`src/rtl/tx_frame.sv`:
```
// 8N1 serial transmitter with a small byte FIFO in front of it.
// Bytes queue up through a valid/ready handshake and are sent back to back.
module tx_frame #(
  parameter int BIT_CLKS   = 1252,
  parameter int FIFO_DEPTH = 4
) (
  input  logic                          clock,
  input  logic                          nrst,
  input  logic [7:0]                    tx_data,
  input  logic                          tx_valid,
  output logic                          tx_ready,
  output logic                          tx,
  output logic                          tx_busy,
  output logic                          tx_done,
  output logic [$clog2(FIFO_DEPTH):0]   fifo_count
);

  localparam int CNT_W = (BIT_CLKS > 1) ? $clog2(BIT_CLKS) : 1;
  localparam int PTR_W = $clog2(FIFO_DEPTH);
  localparam int FC_W  = PTR_W + 1;
  localparam logic [CNT_W-1:0] CNT_LAST = CNT_W'(BIT_CLKS - 1);
  localparam logic [FC_W-1:0]  FC_FULL  = FC_W'(FIFO_DEPTH);

  typedef enum logic [1:0] {IDLE, START, DATA, STOP} state_t;

  state_t           state, state_nx;
  logic [7:0]       mem [FIFO_DEPTH];
  logic [PTR_W-1:0] wptr, rptr;
  logic [FC_W-1:0]  count;
  logic             push, pop;
  logic [CNT_W-1:0] cnt, cnt_nx;
  logic [2:0]       idx, idx_nx;
  logic [7:0]       shift, shift_nx;
  logic             tx_nx;
  logic             bit_end;

  assign tx_ready   = nrst && (count < FC_FULL);
  assign push       = tx_valid && tx_ready;
  assign fifo_count = count;
  assign tx_busy    = (state != IDLE);
  assign bit_end    = (cnt == CNT_LAST);
  assign tx_done    = (state == STOP) && bit_end;

  // FIFO bookkeeping; the FSM only pops when count is non-zero
  always_ff @(posedge clock) begin
    if (!nrst) begin
      wptr  <= '0;
      rptr  <= '0;
      count <= '0;
    end else begin
      if (push) wptr <= wptr + 1'b1;
      if (pop)  rptr <= rptr + 1'b1;
      case ({push, pop})
        2'b10:   count <= count + 1'b1;
        2'b01:   count <= count - 1'b1;
        default: ;
      endcase
    end
  end

  always_ff @(posedge clock) begin
    if (push) mem[wptr] <= tx_data;
  end

  always_comb begin
    state_nx = state;
    cnt_nx   = cnt;
    idx_nx   = idx;
    shift_nx = shift;
    tx_nx    = tx;
    pop      = 1'b0;
    case (state)
      IDLE: begin
        tx_nx = 1'b1;
        if (count != '0) begin
          pop      = 1'b1;
          shift_nx = mem[rptr];
          tx_nx    = 1'b0;
          cnt_nx   = '0;
          state_nx = START;
        end
      end
      START: begin
        if (bit_end) begin
          tx_nx    = shift[0];
          shift_nx = shift >> 1;
          idx_nx   = '0;
          cnt_nx   = '0;
          state_nx = DATA;
        end else begin
          cnt_nx = cnt + 1'b1;
        end
      end
      DATA: begin
        if (bit_end) begin
          cnt_nx = '0;
          if (idx == 3'd7) begin
            tx_nx    = 1'b1;
            state_nx = STOP;
          end else begin
            tx_nx    = shift[0];
            shift_nx = shift >> 1;
            idx_nx   = idx + 1'b1;
          end
        end else begin
          cnt_nx = cnt + 1'b1;
        end
      end
      STOP: begin
        // A queued byte starts its start bit straight after the stop bit
        if (bit_end) begin
          cnt_nx = '0;
          if (count != '0) begin
            pop      = 1'b1;
            shift_nx = mem[rptr];
            tx_nx    = 1'b0;
            state_nx = START;
          end else begin
            state_nx = IDLE;
          end
        end else begin
          cnt_nx = cnt + 1'b1;
        end
      end
      default: state_nx = IDLE;
    endcase
  end

  always_ff @(posedge clock) begin
    if (!nrst) begin
      state <= IDLE;
      cnt   <= '0;
      idx   <= '0;
      tx    <= 1'b1;
    end else begin
      state <= state_nx;
      cnt   <= cnt_nx;
      idx   <= idx_nx;
      tx    <= tx_nx;
    end
  end

  always_ff @(posedge clock) begin
    shift <= shift_nx;
  end

endmodule

```
`config.mk`:
```
export PLATFORM = sky130hd
export DESIGN_NAME = tx_frame
export DESIGN_NICKNAME = d
export VERILOG_FILES = /design/src/rtl/tx_frame.sv
export SDC_FILE = /design/constraint.sdc
export NUM_CORES = 1
export LEC_CHECK = 0
export ABC_CLOCK_PERIOD_IN_PS = 2400
export BUFFER_PORTS_ARGS = -buffer_cell sky130_fd_sc_hd__buf_2
export CORE_MARGIN = 3
export CORE_UTILIZATION = 35
export DETAILED_ROUTE_END_ITERATION = 12
export GPL_TIMING_DRIVEN = 0
export SLEW_MARGIN = 15
export SYNTH_ARGS = -nofsm -noshare
export SYNTH_HDL_FRONTEND = slang
export SYNTH_SLANG_ARGS = --single-unit
```
`constraint.sdc`:
```
create_clock -name clock -period 2.4 [get_ports clock]
set_input_delay 0.12 -clock clock [delete_from_list [all_inputs] [get_ports clock]]
set_output_delay 0.12 -clock clock [all_outputs]
set_load 0.02 [all_outputs]
```
### Word-level counts from Yosys, hierarchy flattened

Memories as Yosys holds them, arrays and structs flattened. A register that Yosys moved wholly into a read port is not among the register bits.
Index checks and enable logic that the tools add are counted.

| storage, ports and cells | value |
|---|---|
| bits in registers | 32 |
| RAM bits | 32 |
| memories | 1 |

| operators by class | value |
|---|---|
| $add $sub $neg | 6 |
| $lt $le $gt $ge | 1 |
| equality and inequality tests | 14 |
| mux-type cells | 35 |
| reductions and logical operators | 13 |

Memory list:

| name | depth | width | read ports | clocked after Yosys merged registers in | wr ports | line | RTL |
|---|---|---|---|---|---|---|---|
| mem | 4 | 8 | 1 | 1 | 1 | 27 | `logic [7:0] mem [FIFO_DEPTH];` |

Operators with widths:

| kind | count |
|---|---|
| 2-to-1 mux 8 bit | 5 |
| one-hot mux 8 bit (4 select lines) | 1 |
| 2-to-1 mux 11 bit | 2 |
| one-hot mux 11 bit (2 select lines) | 1 |
| 2-to-1 mux 2 bit | 7 |
| != test 2 bit, second input constant | 6 |
| one-hot mux 3 bit (2 select lines) | 2 |
| AND reduction 4 bit | 3 |
| adder 11 x 1 -> 11 bit, second input constant | 1 |
| equality test 11 bit, second input constant | 1 |
| 2-to-1 mux 1 bit | 11 |
| 2-to-1 mux 3 bit | 3 |
| one-hot mux 2 bit (4 select lines) | 1 |
| adder 3 x 1 -> 3 bit, second input constant | 2 |
| equality test 2 bit, second input constant | 3 |
| nonzero test 2 bit | 3 |
| AND reduction 5 bit | 1 |
| adder 2 x 1 -> 2 bit, second input constant | 2 |
| equality test 2 x 1 -> 1 bit, second input constant | 2 |
| one-hot mux 1 bit (4 select lines) | 1 |
| equality test 3 bit, second input constant | 1 |
| logical AND 1 bit | 3 |
| less-than comparator 3 bit, second input constant | 1 |
| nonzero test 3 bit | 1 |
| other kinds (5) | 5 |

### Logic depth before layout (Yosys ltp)

Gate-level depths: netlist of run 1.

| logic depth | value |
|---|---|
| depth after elaboration | 6 |
| mapped depth | 11 |
| mapped depth without buffers | 10 |

### Least setup slack after synthesis of run 1

OpenSTA, ideal clock, no wires.

| timing | value |
|---|---|
| path kind | register to register |
| start | register cnt[0] |
| end | register count[2] (netlist: fifo_count[2]) |
| setup time | 0.070 ns |
| data arrival time | 2.386 ns |
| slack | -0.056 ns |
| cell stages (with the launch flop) | 12 |
| buffers on the path | 1 |
| period minus slack after synthesis | 2.456 ns |
| cells stage by stage | dfxtp_1 > ha_1 > and3b_1 > clkbuf_1 > a41oi_2 > nor2_1 > ha_1 > inv_1 > fa_1 > xor2_1 > or3_1 > a21oi_1 |

| on the way | value |
|---|---|
| longest elaborated chain between the ends | 5 |

RTL lines:

| item | line | RTL |
|---|---|---|
| start: declaration | 31 | `logic [CNT_W-1:0] cnt, cnt_nx;` |
| start signal: assignment | 137 | `cnt <= cnt_nx;` |
| equality test 11 bit * | 41 | `assign bit_end = (cnt == CNT_LAST);` |
| 2-to-1 mux 1 bit * | 111 | `if (bit_end) begin` |
| one-hot mux 1 bit (2 select lines) * | 72 | `case (state)` |
| named net pop | 30 | `logic push, pop;` |
| equality test 2 x 1 -> 1 bit or equality test 2 bit (tied branches) | 53 | `case ({push, pop})` |
| one-hot mux 3 bit (2 select lines) or nonzero test 2 bit (tied branches) | - |  |
| end signal: assignment | 54 | `2'b10: count <= count + 1'b1;` |
| end signal: assignment | 55 | `2'b01: count <= count - 1'b1;` |
| end: declaration | 29 | `logic [FC_W-1:0] count;` |

The timed path passes the listed nets; every way through them passes the cells marked *.
A chain may end at the register's enable or synchronous reset.

### Worst setup path in the final report of run 1

| timing | value |
|---|---|
| start | register cnt[2] |
| end | register count[2] (netlist: fifo_count[2]) |

Same word-level chain as after synthesis.

==> out/metrics.yaml, run 1 <==
power:
  p_per_area_mw_per_mm2: 1130
  irDropWorstVdd_mv: 0.430
  p_leak_nw: 1.30
drt:
  routedWlPerCell_um: 14.5
  dr.pass1.iters: 4
  ant_nets: 0
  via_per_inst: 5.10
  dr.first_iter.drc_count: 112
  vias: 1998
  drc: 0
  routed_wirelength_mm: 5.67
setup_path:
  worst-setup-path-type: "flip-flop to flip-flop"
  critical_path_arrival_ns: 2.62
  r2r_start: "cnt[2]$_SDFFE_PN0N_"
  rrSetupSlack_ns: 0.06
  cp_data_required_time_ns: 2.68
  path_depth: 10
  slowest_stage: "or3_1"
  critPathLaunchType: "flip-flop"
  reg2reg_depth: 10
  slowest_delay_ns: 0.36
  r2r_end: "fifo_count[2]$_SDFFE_PN0P_"
  worst_setup_path_end_kind: "flip-flop"
  path_buf_inv: 2
  crit_family: "simple AND/OR/NAND/NOR gates"
  worstPathMaxFanout: 9
  crit_chain: "buf_6 -> nor4b_4 -> a41oi_4 -> nor2_1 -> ha_2 -> inv_1 -> fa_2 -> xor2_1 -> or3_1 -> a21oi_2"
sta:
  slew_violations: 0
  rsz0062_at_grt: "yes"
  finalCritPeriodShare: 0.975
  fin_crit_ns: 2.34
  fmax_ghz: 0.428
  final.setup.tns_ns: 0
  setup_ws_ns: 0.0611
  worst_clock_skew_ns: 0.0116
  maxSlewHeadroom: 0.526
  setup_viol: 0
  tightest_slew_ns: 0.709
  hold_viol: 0
floorplanning:
  die_height_um: 98.5
  initial_utilization: 0.363
  pin_count: 18
  row_count: 33
  dieArea_mm2: 0.00971
  fp.dieW_um: 98.5
  core_mm2: 0.00826
yosys:
  synth_top_family_by_area: "simple AND/OR/NAND/NOR gates"
  synth_compound_area_frac: 0.115
  synth_fa_ha_area_frac: 0.0610
  synthMuxAreaShare: 0.0706
  yosys.area_share.simple: 0.135
  synth-xor-area-share: 0.0146
  syn_area_mm2: 0.00300
  synth-edff-count: 40
  synthArstFlopShare: 0
  synth.avg_cell_area_um2: 12.5
  ys_seq_area_frac: 0.575
  yosysWarnings: 0
  synth_ff_type: "edfxtp_1"
  synth_nets: 264
  ys_ff_latch: 66
  synth_cell_types: 46
  synthCells: 239
hold_path:
  hold_path_class: "input port to flip-flop"
  worst_hold_path.endpoint: "state[0]$_SDFFE_PN0P_"
  hold_path_depth: 3
  hp-start: "nrst"
placed_design:
  place.gp.congestion: 0.813
  dp.cells: 361
  post-dp-hpwl_mm: 3.84
  place_ws_ns: -0.219
  dpl_cell_area_mm2: 0.00322
  portBuffers: 17
finish:
  area_growth_pct: 21.4
  mostFrequentLayoutCells: "edfxtp_1 (40), dfxtp_1 (22), buf_2 (18)"
  fillers: 778
  antenna_cells: 0
  drive_above_1_share: 0.258
  finish.instance_area_mm2: 0.00364
  register_area_mm2: 0.00173
  nNetsFinal: 307
  multiInputGateArea_mm2: 0.00125
  final_cell_count_no_fill: 392
  final_common_cell: "edfxtp_1"
cts:
  numCtsBuffers: 9
  htree_levels: 3
  path_clk_slew_ns: 0.08
  cts_buffer_depth: 2
  cts_root_buf: "clkbuf_8"
  clkLatencyLatePin_ns: 0.35
  cts.sinks: 66
  cts_tree: "yes"
status:
  status: "finished, final reports clean"
flow_run:
  drv_cap: 0
global_route:
  grt_pass1_vias: 1962
  grtUsageMet3: 0.0439
  grt_pass1_wl_mm: 9.80
  grt_max_degree: 15
  grt_usage: 0.128
  grt-busiest-layer: "met2"
  met2_usage: 0.188
  grtUsageMet1: 0.175
  antenna_found_initial: 0
  overflow: 0
[sequential cells by signal, indices dropped and copies added, names as in the netlist, named ones only]
name,flops
cnt,11
fifo_count,3
idx,3
mem,32
rptr,2
shift,8
state,2
tx,1
wptr,2
[worst reg2reg max path: stages (launching register included)]
cell and delay (ns):
dfxtp_1 0.31, buf_6 0.13, nor4b_4 0.34, a41oi_4 0.16, nor2_1 0.13, ha_2 0.19, inv_1 0.06, fa_2 0.33
xor2_1 0.16, or3_1 0.36, a21oi_2 0.11
[worst max path at each step]
| stage | to | from | slack [ns] |
|---|---|---|---|
| floorplan | fifo_count[2]$_SDFFE_PN0P_ | cnt[0]$_SDFFE_PN0N_ | 0.007 |
| global placement | fifo_count[2]$_SDFFE_PN0P_ | cnt[0]$_SDFFE_PN0N_ | -0.20 |
| detailed placement | fifo_count[2]$_SDFFE_PN0P_ | cnt[0]$_SDFFE_PN0N_ | -0.22 |
| CTS | fifo_count[2]$_SDFFE_PN0P_ | cnt[2]$_SDFFE_PN0N_ | 0.009 |
| global route | fifo_count[2]$_SDFFE_PN0P_ | state[1]$_SDFFE_PN0P_ | -0.02 |
| finish | fifo_count[2]$_SDFFE_PN0P_ | cnt[2]$_SDFFE_PN0N_ | 0.06 |
[layout make-up]
type,count,share of cell area
flip-flops and latches,66,0.477
plain buffers,8,0.0134
clock buffers,9,0.0340
repair buffers,33,0.0619
inverters,12,0.0124
clock inverters,7,0.0227
multi-input cells,152,0.343
well taps,105,0.0361
[power breakdown]
| group | internal [mW] | total [mW] | switching (mW) | leakage (nW) |
|---|---|---|---|---|
| sequential | 1.48 | 1.60 | 0.118 | 0.584 |
| combinational | 0.647 | 1.54 | 0.891 | 0.615 |
| clock | 0.498 | 0.978 | 0.481 | 0.105 |
| total | 2.62 | 4.11 | 1.49 | 1.30 |
[cells by family (layout without fill, tap and decap cells)]
logic type,after synthesis,count (layout)
simple gates,71,71
compound gates,51,51
mux,11,11
buf+inv,21,69
xor+xnor,5,5
flops,66,66
fa+ha+maj,14,14
[cells in the mapped netlist (2+ instances only)]
| master | count | area [um^2] |
|---|---|---|
| nor2_1 | 12 | 45.0 |
| xnor2_1 | 2 | 17.5 |
| a31oi_1 | 5 | 31.3 |
| inv_1 | 12 | 45.0 |
| nand2_1 | 13 | 48.8 |
| nor2b_1 | 2 | 12.5 |
| edfxtp_1 | 40 | 1200 |
| xor2_1 | 3 | 26.3 |
| o21ai_0 | 9 | 45.0 |
| clkbuf_1 | 5 | 18.8 |
| or4_1 | 2 | 15.0 |
| a21oi_1 | 15 | 75.1 |
| a311oi_1 | 2 | 17.5 |
| ha_1 | 13 | 163 |
| or2_2 | 3 | 18.8 |
| nand3b_1 | 2 | 15.0 |
| and2_1 | 3 | 18.8 |
| and3_1 | 5 | 31.3 |
| o31ai_1 | 3 | 22.5 |
| mux2i_1 | 2 | 20.0 |
| and3b_1 | 2 | 17.5 |
| mux4_2 | 8 | 180 |
| nand4_1 | 2 | 12.5 |
| nor3_1 | 5 | 25.0 |
| a22o_1 | 9 | 78.8 |
| dfxtp_1 | 26 | 521 |
| nand3_1 | 6 | 30.0 |
| or3_1 | 8 | 50.1 |
| buf_1 | 2 | 7.51 |
| and4_1 | 2 | 17.5 |
[timing repair]
action | in CTS | in global routing
resized for setup | 13 | 7
hold endpoints to repair | 32 | 0
setup endpoints to repair | 2 | 1
pin swaps | 3 | 7
setup buffers | 3 | 5
hold buffers | 8 | 0
[stage by stage]
step	hold WS (ns)	util	total power [mW]
CTS	0.0319	0.434	4.09
detailed placement	0.340	0.390	3.00
finish	0.0428	0.441	4.11
floorplan	0.219	-	2.62
global route	0.0509	0.441	4.43
global placement	0.334	0.389	2.97
[routing by layer]
metal	up-vias	part of all wire	wire, um
met5	-	0	0
met4	0	0.014	82
met3	8	0.037	212
met2	33	0.46	2600
met1	963	0.49	2780
li1	994	-	-
Power figures use the tool's default switching activity.
==> inputs of run 2 (changes only) <==
ABC_CLOCK_PERIOD_IN_PS = 2610   (was 2400)
REMOVE_ABC_BUFFERS = 1   (was not set)
clock period = 2.61 ns   (was 2.4 ns; I/O delays follow)
==> run 2 against run 1 <==
Clock skew decreased by 0.0030 ns; worst setup slack improved by 0.087 ns; sequential cell count unchanged; largest cell class unchanged; largest power group unchanged; combinational power is 15% lower; count of clock-buffer cells in the layout did not move; register-to-register slack better by 0.09 ns; maximum frequency is 5.0% lower; wire length down 5.8%; cell area decreased by 3.5%; highest routed layer unchanged; global-route usage fell by 1.0 points; utilization decreased by 1.5 points.
==> out/metrics.yaml, run 2 (synthesis results as in run 1) <==
sta:
  finalCritPeriodShare: 0.943  # -0.0312
  setup_viol: 0  # unchanged
  slew_violations: 0  # unchanged
  fmax_ghz: 0.406  # -5.0%
  tightest_slew_ns: 0.709  # +0.000232 ns
  worst_clock_skew_ns: 0.00866  # -0.00298 ns
  fin_crit_ns: 2.46  # +0.123 ns
  maxSlewHeadroom: 0.527  # +0.000560
  rsz0062_at_grt: "no"
  hold_viol: 0  # unchanged
placed_design:
  dpl_cell_area_mm2: 0.00318  # -1.4%
  dp.cells: 352  # -2.5%
  place.gp.congestion: 0.737  # -9.3%
  portBuffers: 17  # unchanged
  post-dp-hpwl_mm: 3.63  # -5.7%
hold_path:
  hold_path_class: "input port to flip-flop"
drt:
  wl_met2_mm: 2.50  # -3.7%
  top_layer_used: "met4"
  wl_met1_mm: 2.60  # -6.3%
  vias: 1960  # -1.9%
  dr.first_iter.drc_count: 137  # +22%
  via_per_inst: 5.17  # +1.5%
  routed_wirelength_mm: 5.34  # -5.8%
  drc: 0  # unchanged
  dr.pass1.iters: 5  # +1
  ant_nets: 0  # unchanged
  wl_met3_um: 154  # -27%
  routedWlPerCell_um: 14.1  # -2.5%
cts:
  htree_levels: 3  # unchanged
  path_clk_slew_ns: 0.08  # about the same
  cts_root_buf: "clkbuf_8"
  cts.sinks: 66  # unchanged
  cts_tree: "yes"
  numCtsBuffers: 9  # unchanged
  clkLatencyLatePin_ns: 0.34  # about the same
  cts_buffer_depth: 2  # unchanged
finish:
  regMostFlops: "mem"
  top_regs: "mem: 32 flops, cnt: 11 flops, shift: 8 flops"
  final_common_cell: "edfxtp_1"
  antenna_cells: 0  # unchanged
  utilization: 0.425  # -0.0155
  drive_above_1_share: 0.230  # -0.0279
  nNetsFinal: 294  # -4.2%
  finish.instance_area_mm2: 0.00351  # -3.5%
  mostFrequentLayoutCells: "edfxtp_1 (40), dfxtp_1 (21), buf_2 (17)"
  largest_register_ffs: 32  # unchanged
  area_growth_pct: 17.2
  final_cell_count_no_fill: 379  # -3.3%
floorplanning:
  fp.dieW_um: 98.5  # unchanged
  core_mm2: 0.00826  # unchanged
  row_count: 33  # unchanged
  initial_utilization: 0.363  # unchanged
  die_height_um: 98.5  # unchanged
  pin_count: 18  # unchanged
  dieArea_mm2: 0.00971  # unchanged
power:
  p_leak_nw: 1.25  # -3.9%
  p_per_area_mw_per_mm2: 1050  # -6.9%
  power_mw: 3.69  # -10%
  irDropWorstVdd_mv: 0.433  # +0.74%
setup_path:
  worst_setup_path_end_kind: "flip-flop"
  worst-setup-path-type: "flip-flop to flip-flop"
  critical_path_arrival_ns: 2.73  # +0.11 ns
  worstPathMaxFanout: 15  # +6
  cp_data_required_time_ns: 2.88  # +0.20 ns
  critPathLaunchType: "flip-flop"
global_route:
  overflow: 0  # unchanged
  grt_max_degree: 22  # +7
  grt_pass1_wl_mm: 9.03  # -7.9%
  grt_usage: 0.118  # -0.00996
  antenna_found_initial: 0  # unchanged
  grt_pass1_vias: 1867  # -4.8%
status:
  status: "finished, final reports clean"
flow_run:
  drv_cap: 0  # unchanged
-- run 2: changes by cell type in the layout (fill, tap and decap cells not counted), sizes merged --
cell	change
buf	-7
clkbuf	-5
clkinv	-1
inv	+1
dlygate4sd3	-1
-- run 2: critical path: stages, from the launching register on --
cell and delay [ns]:
dfxtp_2 0.38, inv_1 0.11, ha_4 0.31, nand2b_1 0.21
nor2_1 0.14, ha_2 0.19, inv_1 0.05, fa_1 0.38
xor2_1 0.17, or3_1 0.31, a21oi_1 0.14
-- run 2: area by class of cell --
| type | count | area (um^2) |
|---|---|---|
| Clock buffer | 9 | 124 |
| Inverter | 12 | 45.0 |
| Clock inverter | 7 | 82.6 |
| Multi-Input combinational cell | 152 | 1210 |
| Timing Repair Buffer | 28 | 185 |
| Tap cell | 105 | 131 |
| Fill cell | 781 | 4750 |
| Sequential cell | 66 | 1730 |
-- run 2: final timing paths --
check                        start                    endpoint  slack (ns)  depth (start not counted)
max          state[1]$_SDFFE_PN0P_  fifo_count[2]$_SDFFE_PN0P_        0.15                         10
min                     tx_data[0]         mem[1][0]$_DFFE_PP_        0.03                          1
max reg2reg  state[1]$_SDFFE_PN0P_  fifo_count[2]$_SDFFE_PN0P_        0.15                         10
min reg2reg    idx[2]$_SDFFE_PN0P_         idx[2]$_SDFFE_PN0P_        0.49                          1
-- run 2: what timing repair did --
item                                    in CTS  in global routing
pin swaps                                    0                  5
endpoints found under the hold margin       26                  0
endpoints found under the setup margin       1                  1
gates resized for setup                      2                  9
hold buffers                                 7                  0
setup buffers                                0                  4
-- run 2: routing by layer --
metal  global-route usage  vias to the layer above
met5                    0                        -
met4               0.0693                        0
met3               0.0283                        7
met1                0.153                      951
li1                     -                      976
met2                0.180                       26
-- run 2: where the power goes --
part	internal (mW)	total [mW]	switching (mW)
Combinational	0.555	1.31	0.756
Sequential	1.35	1.48	0.128
Clock	0.460	0.903	0.444
-- run 2: stage by stage --
| step | hold WS (ns) | TNS (ns) | setup WS (ns) |
|---|---|---|---|
| CTS | 0.0101 | 0 | 0.0164 |
| global placement | 0.344 | -0.0127 | -0.0127 |
| detailed placement | 0.352 | -0.104 | -0.104 |
| finish | 0.0296 | 0 | 0.148 |
| floorplan | 0.229 | 0 | 0.215 |
| global route | 0.0146 | 0 | 0.000150 |
